<file path="src/rtl/lc3_decode_issue.sv">
// LC-3 decode/operand-fetch stage: register decode, pending-write scoreboard
// for RAW hazards, and a single ID/EX pipeline register with valid/ready.
module lc3_decode_issue #(
    parameter int CNT_W = 2
) (
    input  logic        clk,
    input  logic        rst_n,
    input  logic        if_valid,
    input  logic [15:0] if_ir,
    input  logic [15:0] if_pc,
    output logic        id_ready,
    output logic [2:0]  rf_sr1,
    output logic [2:0]  rf_sr2,
    input  logic [15:0] rf_sr1_data,
    input  logic [15:0] rf_sr2_data,
    output logic        ex_valid,
    input  logic        ex_ready,
    output logic [15:0] ex_ir,
    output logic [15:0] ex_pc,
    output logic [15:0] ex_sr1_val,
    output logic [15:0] ex_sr2_val,
    output logic [2:0]  ex_dr,
    output logic        ex_wr_en,
    input  logic        wb_ld,
    input  logic [2:0]  wb_dr,
    input  logic        flush
);

    localparam logic [3:0] OP_ADD  = 4'b0001;
    localparam logic [3:0] OP_LD   = 4'b0010;
    localparam logic [3:0] OP_ST   = 4'b0011;
    localparam logic [3:0] OP_JSR  = 4'b0100;
    localparam logic [3:0] OP_AND  = 4'b0101;
    localparam logic [3:0] OP_LDR  = 4'b0110;
    localparam logic [3:0] OP_STR  = 4'b0111;
    localparam logic [3:0] OP_NOT  = 4'b1001;
    localparam logic [3:0] OP_LDI  = 4'b1010;
    localparam logic [3:0] OP_STI  = 4'b1011;
    localparam logic [3:0] OP_JMP  = 4'b1100;
    localparam logic [3:0] OP_LEA  = 4'b1110;
    localparam logic [3:0] OP_TRAP = 4'b1111;

    localparam logic [CNT_W-1:0] CNT_MAX  = '1;
    localparam logic [CNT_W-1:0] CNT_ZERO = '0;
    localparam logic [CNT_W-1:0] CNT_ONE  = CNT_W'(1);

    logic [3:0]       op;
    logic             use_sr1;
    logic             use_sr2;
    logic             wr_en;
    logic [2:0]       dr;
    logic             hazard;
    logic             issue;
    logic             flush_dec;
    logic [CNT_W-1:0] cnt     [8];
    logic [CNT_W-1:0] cnt_nxt [8];

    // Register-field decode; addresses go to the register file regardless of if_valid.
    always_comb begin
        op      = if_ir[15:12];
        rf_sr1  = ((op == OP_ST) || (op == OP_STI)) ? if_ir[11:9] : if_ir[8:6];
        rf_sr2  = (op == OP_STR) ? if_ir[11:9] : if_ir[2:0];
        use_sr1 = 1'b0;
        use_sr2 = 1'b0;
        wr_en   = 1'b0;
        dr      = 3'd0;
        case (op)
            OP_ADD, OP_AND: begin
                use_sr1 = 1'b1;
                use_sr2 = !if_ir[5];
                wr_en   = 1'b1;
                dr      = if_ir[11:9];
            end
            OP_NOT, OP_LDR: begin
                use_sr1 = 1'b1;
                wr_en   = 1'b1;
                dr      = if_ir[11:9];
            end
            OP_LD, OP_LDI, OP_LEA: begin
                wr_en = 1'b1;
                dr    = if_ir[11:9];
            end
            OP_ST, OP_STI, OP_JMP: begin
                use_sr1 = 1'b1;
            end
            OP_STR: begin
                use_sr1 = 1'b1;
                use_sr2 = 1'b1;
            end
            OP_JSR: begin
                use_sr1 = !if_ir[11];
                wr_en   = 1'b1;
                dr      = 3'd7;
            end
            OP_TRAP: begin
                wr_en = 1'b1;
                dr    = 3'd7;
            end
            default: ;
        endcase
    end

    // A full counter on the destination also stalls, so counters can never overflow.
    assign hazard = (use_sr1 && (cnt[rf_sr1] != CNT_ZERO))
                 || (use_sr2 && (cnt[rf_sr2] != CNT_ZERO))
                 || (wr_en   && (cnt[dr] == CNT_MAX));

    assign id_ready  = (!ex_valid || ex_ready) && !hazard && !flush;
    assign issue     = if_valid && id_ready;
    assign flush_dec = flush && ex_valid && ex_wr_en;

    // Net per-register update: up to one increment (issue) against up to two
    // decrements (writeback and flushed entry), saturating at zero.
    always_comb begin
        logic       inc;
        logic [1:0] n_dec;
        logic [1:0] k;
        inc   = 1'b0;
        n_dec = 2'd0;
        k     = 2'd0;
        for (int i = 0; i < 8; i++) begin
            inc   = issue && wr_en && (dr == 3'(i));
            n_dec = {1'b0, (wb_ld && (wb_dr == 3'(i)))}
                  + {1'b0, (flush_dec && (ex_dr == 3'(i)))};
            k     = inc ? ((n_dec == 2'd0) ? 2'd0 : n_dec - 2'd1) : n_dec;
            if (inc && (n_dec == 2'd0)) begin
                cnt_nxt[i] = (cnt[i] == CNT_MAX) ? cnt[i] : cnt[i] + CNT_ONE;
            end else if (k == 2'd0) begin
                cnt_nxt[i] = cnt[i];
            end else if (k == 2'd1) begin
                cnt_nxt[i] = (cnt[i] == CNT_ZERO) ? CNT_ZERO : cnt[i] - CNT_ONE;
            end else begin
                cnt_nxt[i] = (cnt[i] <= CNT_ONE) ? CNT_ZERO : cnt[i] - CNT_ONE - CNT_ONE;
            end
        end
    end

    always_ff @(posedge clk or negedge rst_n) begin
        if (!rst_n) begin
            for (int i = 0; i < 8; i++) begin
                cnt[i] <= CNT_ZERO;
            end
        end else begin
            for (int i = 0; i < 8; i++) begin
                cnt[i] <= cnt_nxt[i];
            end
        end
    end

    always_ff @(posedge clk or negedge rst_n) begin
        if (!rst_n) begin
            ex_valid   <= 1'b0;
            ex_ir      <= 16'h0000;
            ex_pc      <= 16'h0000;
            ex_sr1_val <= 16'h0000;
            ex_sr2_val <= 16'h0000;
            ex_dr      <= 3'd0;
            ex_wr_en   <= 1'b0;
        end else if (issue) begin
            ex_valid   <= 1'b1;
            ex_ir      <= if_ir;
            ex_pc      <= if_pc;
            ex_sr1_val <= rf_sr1_data;
            ex_sr2_val <= rf_sr2_data;
            ex_dr      <= dr;
            ex_wr_en   <= wr_en;
        end else if (flush || ex_ready) begin
            ex_valid <= 1'b0;
        end
    end

endmodule

</file>
<file path="config.mk">
export PLATFORM = sky130hd
export DESIGN_NAME = lc3_decode_issue
export DESIGN_NICKNAME = d
export VERILOG_FILES = /design/src/rtl/lc3_decode_issue.sv
export SDC_FILE = /design/constraint.sdc
export NUM_CORES = 1
export LEC_CHECK = 0
export ABC_AREA = 0
export BUFFER_PORTS_ARGS = -buffer_cell sky130_fd_sc_hd__buf_2
export CORE_MARGIN = 2
export CORE_UTILIZATION = 35
export DETAILED_ROUTE_END_ITERATION = 10
export GPL_ROUTABILITY_DRIVEN = 0
export HOLD_SLACK_MARGIN = 0.03
export PLACE_DENSITY = 0.58
export SLEW_MARGIN = 20
export SYNTH_ARGS = -nofsm -noshare
export SYNTH_HDL_FRONTEND = slang
export SYNTH_SLANG_ARGS = --single-unit
export TNS_END_PERCENT = 1
</file>
<file path="constraint.sdc">
create_clock -name clk -period 3.9 [get_ports clk]
set_input_delay 0.195 -clock clk [delete_from_list [all_inputs] [get_ports clk]]
set_output_delay 0.195 -clock clk [all_outputs]
set_load 0.02 [all_outputs]
</file>
[Word level (Yosys, flattened, before mapping)]
Index checks and enable logic that the tools add are counted.
Cells by class
  muxes and demuxes: 81
  bitwise operators: 3
  $lt $le $gt $ge: 11
  reduce and logical (&&, ||, !) cells: 94
  equality and inequality tests: 67
  add/sub/neg operators: 40
Operator list (number)
  $mux 2: 70
  $logic_not 2->1: 24
  $sub 2x1->2 const B: 24
  $logic_and 1x1->1: 41
  $eq 3x3->1 const B: 12
  $ne 2x2->1 const B: 16
  $eq 4x4->1 const B: 6
  $bmux 2 s3: 3
  $eq 2x2->1 const B: 9
  $eq 3x2->1 const B: 6
  $add 1x1->2: 8
  $add 2x1->2 const B: 8
  $eq 2x1->1 const B: 8
  $eq 4x3->1 const B: 4
  $le 2x1->1 const B: 8
  $reduce_and 2->1: 8
  $ge 4x4->1 const B: 3
  $not 3->4: 3
  $eq 3x1->1 const B: 3
  $logic_not 3->1: 3
  $reduce_or 9->1: 1
  $eq 4x2->1 const B: 2
  $reduce_or 8->1: 1
  $reduce_or 7->1: 1
  other kinds (9): 24
Storage, ports and cells
  output and inout port bits: 76
  bits of input ports: 73
  flip-flop bits (word level): 85
  logic and storage cells: 311

[Depth between registers and ports, before layout]
  depth after elaboration: 22
  gate-level depth with buffers: 13
  depth with buffers taken out: 10

[Worst setup path before layout]
OpenSTA, ideal clock, no wires.
  path kind: input port to flip-flop
  start point: input if_ir[12]
  end point: register cnt[9] in the netlist's numbering
  library setup time: 0.125 ns
  stages: 10
  data required time: 3.775 ns
  buffers on the path: 1
  arrival: 2.941 ns
  slack: 0.834 ns
  cell sequence: buf_4 and4b_2 a21o_1 a311o_1 a2111oi_4 nor3_2 nand4_1 mux2_2 o22ai_1 mux2_2
On the way
  word-level cells in the longest chain between the ends: 22
  elaborated cells between the ends (all ways): 62
  classes of those cells: eq/ne (18); mux (19); bitwise (3); reduce/logical (22)
RTL lines
  start, declared: line 9  | input logic [15:0] if_ir,
  $eq 4x2->1 or $eq 4x4->1 (tied branches): line 61  | rf_sr1 = ((op == OP_ST) || (op == OP_STI)) ? if_ir[11:9] : if_ir[8:6];
  $logic_or 1x1->1 *: line 61
  $mux 3 *: line 61
  named net rf_sr1[1]: line 12  | output logic [2:0] rf_sr1,
  $not 3->4 (implied by the code) *: line 104  | assign hazard = (use_sr1 && (cnt[rf_sr1] != CNT_ZERO))
  $bmux 2 s3 *: line 104
  $mux 2 (implied by the code) * (2 in a row): line 104
  $reduce_bool 2->1 *: line 104
  [4 not listed]
  $logic_and 1x1->1 * (2 in a row): line 108  | assign id_ready = (!ex_valid || ex_ready) && !hazard && !flush;
  $logic_and 1x1->1 *: line 109  | assign issue = if_valid && id_ready;
  $logic_and 1x1->1 * (2 in a row): line 122  | inc = issue && wr_en && (dr == 3'(i));
  $mux 2: line 125  | k = inc ? ((n_dec == 2'd0) ? 2'd0 : n_dec - 2'd1) : n_dec;
  $eq 2x1->1: line 130  | end else if (k == 2'd1) begin
  $mux 2: line 130
  $mux 2: line 128  | end else if (k == 2'd0) begin
  $mux 2: line 126  | if (inc && (n_dec == 2'd0)) begin
  end signal, assigned by index: line 145  | cnt[i] <= cnt_nxt[i];
  end, declared: line 55  | logic [CNT_W-1:0] cnt [8];
The timed path passes the listed nets; every way through them passes the cells marked *. The select of a mux whose other input is x is not followed.
A chain may end at the register's enable or synchronous reset.

[Worst setup path after layout]
  start point: input if_ir[12]
  end point: register cnt[7] in the netlist's numbering
On the way
  word-level cells in the longest chain between the ends: 22
  elaborated cells between the ends (all ways): 62
  classes of those cells: eq/ne (18); mux (19); bitwise (3); reduce/logical (22)
RTL lines (line)
  branches (longest 16 deep; another with $reduce_or 7->1)
  $logic_and 1x1->1 *: 122
  $mux 2: 125
  $eq 2x1->1: 130
  $mux 2: 130
  $mux 2: 128
  $mux 2: 126
Mark *: on every way between the ends. The select of a mux whose other input is x is not followed.

==> flow_summary_export.csv <==
group,metric,value,unit
sta,drv_slew,0,
die,row_count,49,
setup_path,cp_data_required_time,4.16,ns
sta,hold_ws,0.0391,ns
routing,ant_nets,0,
setup_path,cpMostUsedCell,"buf_4",
die,top_level_ports,149,
sta,finalHoldViolCount,0,
setup_path,critical-path-top-delay-family,"compound AO/OA/AOI/OAI gates",
clock_tree,ctsHoldBuffers,2,
clock_tree,cts_tree,"built",
yosys,syn_area_per_cell,8.15,um^2
clock_tree,htreeDepth,3,
routing,drc,0,
placed_design,post-place-cells,1135,
setup_path,critPathArrivalTime,3.57,ns
clock_tree,clk_path_buf_depth,2,
run,maxCapViolCount,0,
sta,relSlewSlack,0.498,
cells_and_area,drive_gt1_frac,0.226,
cells_and_area,area_growth,20.6,%
clock_tree,post_cts_buffers,0,
setup_path,path_buf_inv,5,
die,fp.dieW,138,um
grt,grt_pass1_vias,5833,
die,dieArea,19100,um^2
yosys,synth_cell_types,91,
yosys,synth.area.top_cells,"dfrtp_1 (34%), nand2_1 (14%), ha_1 (9.5%)",
placed_design,post-place-ws,0.261,ns
placed_design,dpl.hpwl,13.8,mm
routing,wl_met2,8.04,mm
yosys,seq_area_frac_synth,0.337,
die,die_y,138,um
grt,antenna_found_initial,0,
sta,fmax,0.302,GHz
setup_path,cpMaxStageDelayCell,"and4b_1",
yosys,synth_common_cells,"nand2_1 (236), dfrtp_1 (85), inv_1 (53), ha_1 (48), nor2_1 (33)",
yosys,syn_area,6320,um^2
cells_and_area,finalNonFillerCells,1152,
routing,drtPass1Iterations,5,
grt,grt_pass1_wl,30.1,mm
yosys,synth_cells,775,
clock_tree,clkSlewWorstSetupHoldPaths,0.06,ns
yosys,synth_top_area_share,0.337,
power,powerDensity,585,nW/um^2
power,leakagePower,3.85,nW
clock_tree,cts_root_buffer,"clkbuf_16",
routing,drt_iter0_markers,340,
clock_tree,clock-sinks,85,
outcome,status,"finished, final reports clean",
yosys,synthFlopType,"dfrtp_1",
routing,met3_length,1.34,mm
clock_tree,cts_resized,0,
sta,timing.final.ws_setup,0.590,ns
cells_and_area,nets,1040,
power,worst_ir_drop_vdd,372,uV
grt,grt_max_degree,56,
sta,worstMarginPinSlew,0.749,ns
sta,fin_crit,3.31,ns
die,core,17800,um^2
yosys,yosysTopAreaCell,"dfrtp_1",
setup_path,startpoint_type,"input port",
setup_path,max_stage_delay,0.45,ns
grt,grtUsageTotal,0.191,
cells_and_area,num_antenna_cells,0,
yosys,syn_nets,896,
clock_tree,insertion_delay,0.34,ns
grt,globalRoute.totalOverflow,0,
routing,vias_per_cell,5.23,
yosys,ys_ff_latch,85,
yosys,synth_most_common_cell,"nand2_1",
routing,wl_met1,8.42,mm
setup_path,path_max_fanout,33,
placed_design,io_buffers,148,
routing,drt_wl_total,18.1,mm
routing,vias,6026,
setup_path,path_class,"in -> reg",
sta,setup-tns-final,0,ns
sta,setup_viol_count_final,0,
die,start_util,0.354,
sta,rsz0062_at_grt,"no",
setup_path,path_cells,"buf_2 > buf_4 > and4b_1 > mux2i_1 > inv_1 > a311o_1 > a211oi_1 > a2111oi_2 > buf_4 > nand3_4 > buf_4 > o2111ai_1 > mux2_1 > a31oi_1",
routing,highest_layer,"met4",
clock_tree,cts_buffers,9,
min_path,hold_class,"in -> reg",
routing,routedWlPerCell,15.7,um
sta,skew,0.00751,ns
yosys,synth_edf_count,0,
yosys,yosys_warnings,0,
sta,fin_crit_sh,0.849,
setup_path,end_kind,"register",
yosys,async_flop_share,1.00,
## cells by family (layout without fill, tap and decap cells)
kind of cell	after synthesis	after routing	share of synthesized area
buffers and inverters	84	232	0.0570
DFF	85	85	0.337
adders and majority gates	48	48	0.0951
AOI/OAI and AO/OA	133	133	0.164
muxes	28	28	0.0479
xor gates and xnor gates	2	2	0.00277
and+or+nand+nor	395	395	0.296
## power breakdown
part,internal (mW),switching [mW]
combinational,0.718,1.25
sequential,1.25,0.378
clock,0.497,0.371
total,2.46,2.00
## worst min-delay path: stages
cell     delay, ns
buf_2         0.07
nand2_1       0.04
nand2_1       0.04
## worst paths after layout
| path | from | endpoint | slack (ns) | depth (start not counted) |
|---|---|---|---|---|
| max | if_ir[12] | cnt[7] | 0.59 | 14 |
| min | if_pc[1] | ex_pc[1] | 0.04 | 3 |
| max reg2reg | cnt[15] | cnt[7] | 0.71 | 11 |
| min reg2reg | ex_pc[15] | ex_pc[15] | 0.47 | 2 |
| max in group asynchronous | rst_n | ex_sr2_val[14] | 2.56 | 3 |
| min in group asynchronous | rst_n | cnt[3] | 0.46 | 2 |
## state kept, by name (all words and copies together), names as in the netlist
| register | cells |
|---|---|
| ex_wr_en | 1 |
| ex_ir | 16 |
| ex_valid | 1 |
| ex_sr2_val | 16 |
| cnt | 16 |
| ex_sr1_val | 16 |
| ex_pc | 16 |
| ex_dr | 3 |
## cell usage in the layout, fill, tap and decap left out, drive strengths merged, types with 5 or more instances in the layout
cell     Yosys  layout
a2111oi      6       6
a211oi       8       8
a21oi       14      14
a31oi        6       6
and4         8       8
buf         18     161
clkbuf      12      10
dfrtp       85      85
ha          48      48
inv         54      55
mux2        12      12
mux2i       16      16
nand2      236     236
nand2b       8       8
nand3       21      21
nand4       12      12
nor2        33      33
nor2b       12      12
nor3        18      18
nor4         6       6
nor4b        6       6
o211ai       7       7
o21ai       24      24
o31a         5       5
o31ai        7       7
or3          8       8
## metrics by stage
stage	power [mW]	util	cell area [um^2]
2_1_floorplan	2.86	-	6320
3_3_place_gp	3.60	0.410	7310
3_5_place_dp	3.60	0.410	7310
4_1_cts	4.49	0.427	7620
5_1_grt	4.81	0.427	7620
6_report	4.46	0.427	7620
## per-layer routing
| metal | global-route usage | vias to the layer above |
|---|---|---|
| met3 | 0.0523 | 22 |
| met4 | 0.0553 | 0 |
| met2 | 0.299 | 195 |
| li1 | - | 3004 |
| met5 | 0 | - |
| met1 | 0.260 | 2805 |
## layout make-up
| class | count | area, um^2 |
|---|---|---|
| clock buffers | 10 | 229 |
| well taps | 229 | 287 |
| multi-input cells | 606 | 3850 |
| flip-flops and latches | 85 | 2130 |
| inverters | 54 | 203 |
| clock inverters | 5 | 61.3 |
| repair buffers | 163 | 861 |
| fillers | 1785 | 10200 |
No activity file was read; power rests on OpenSTA's default activity.
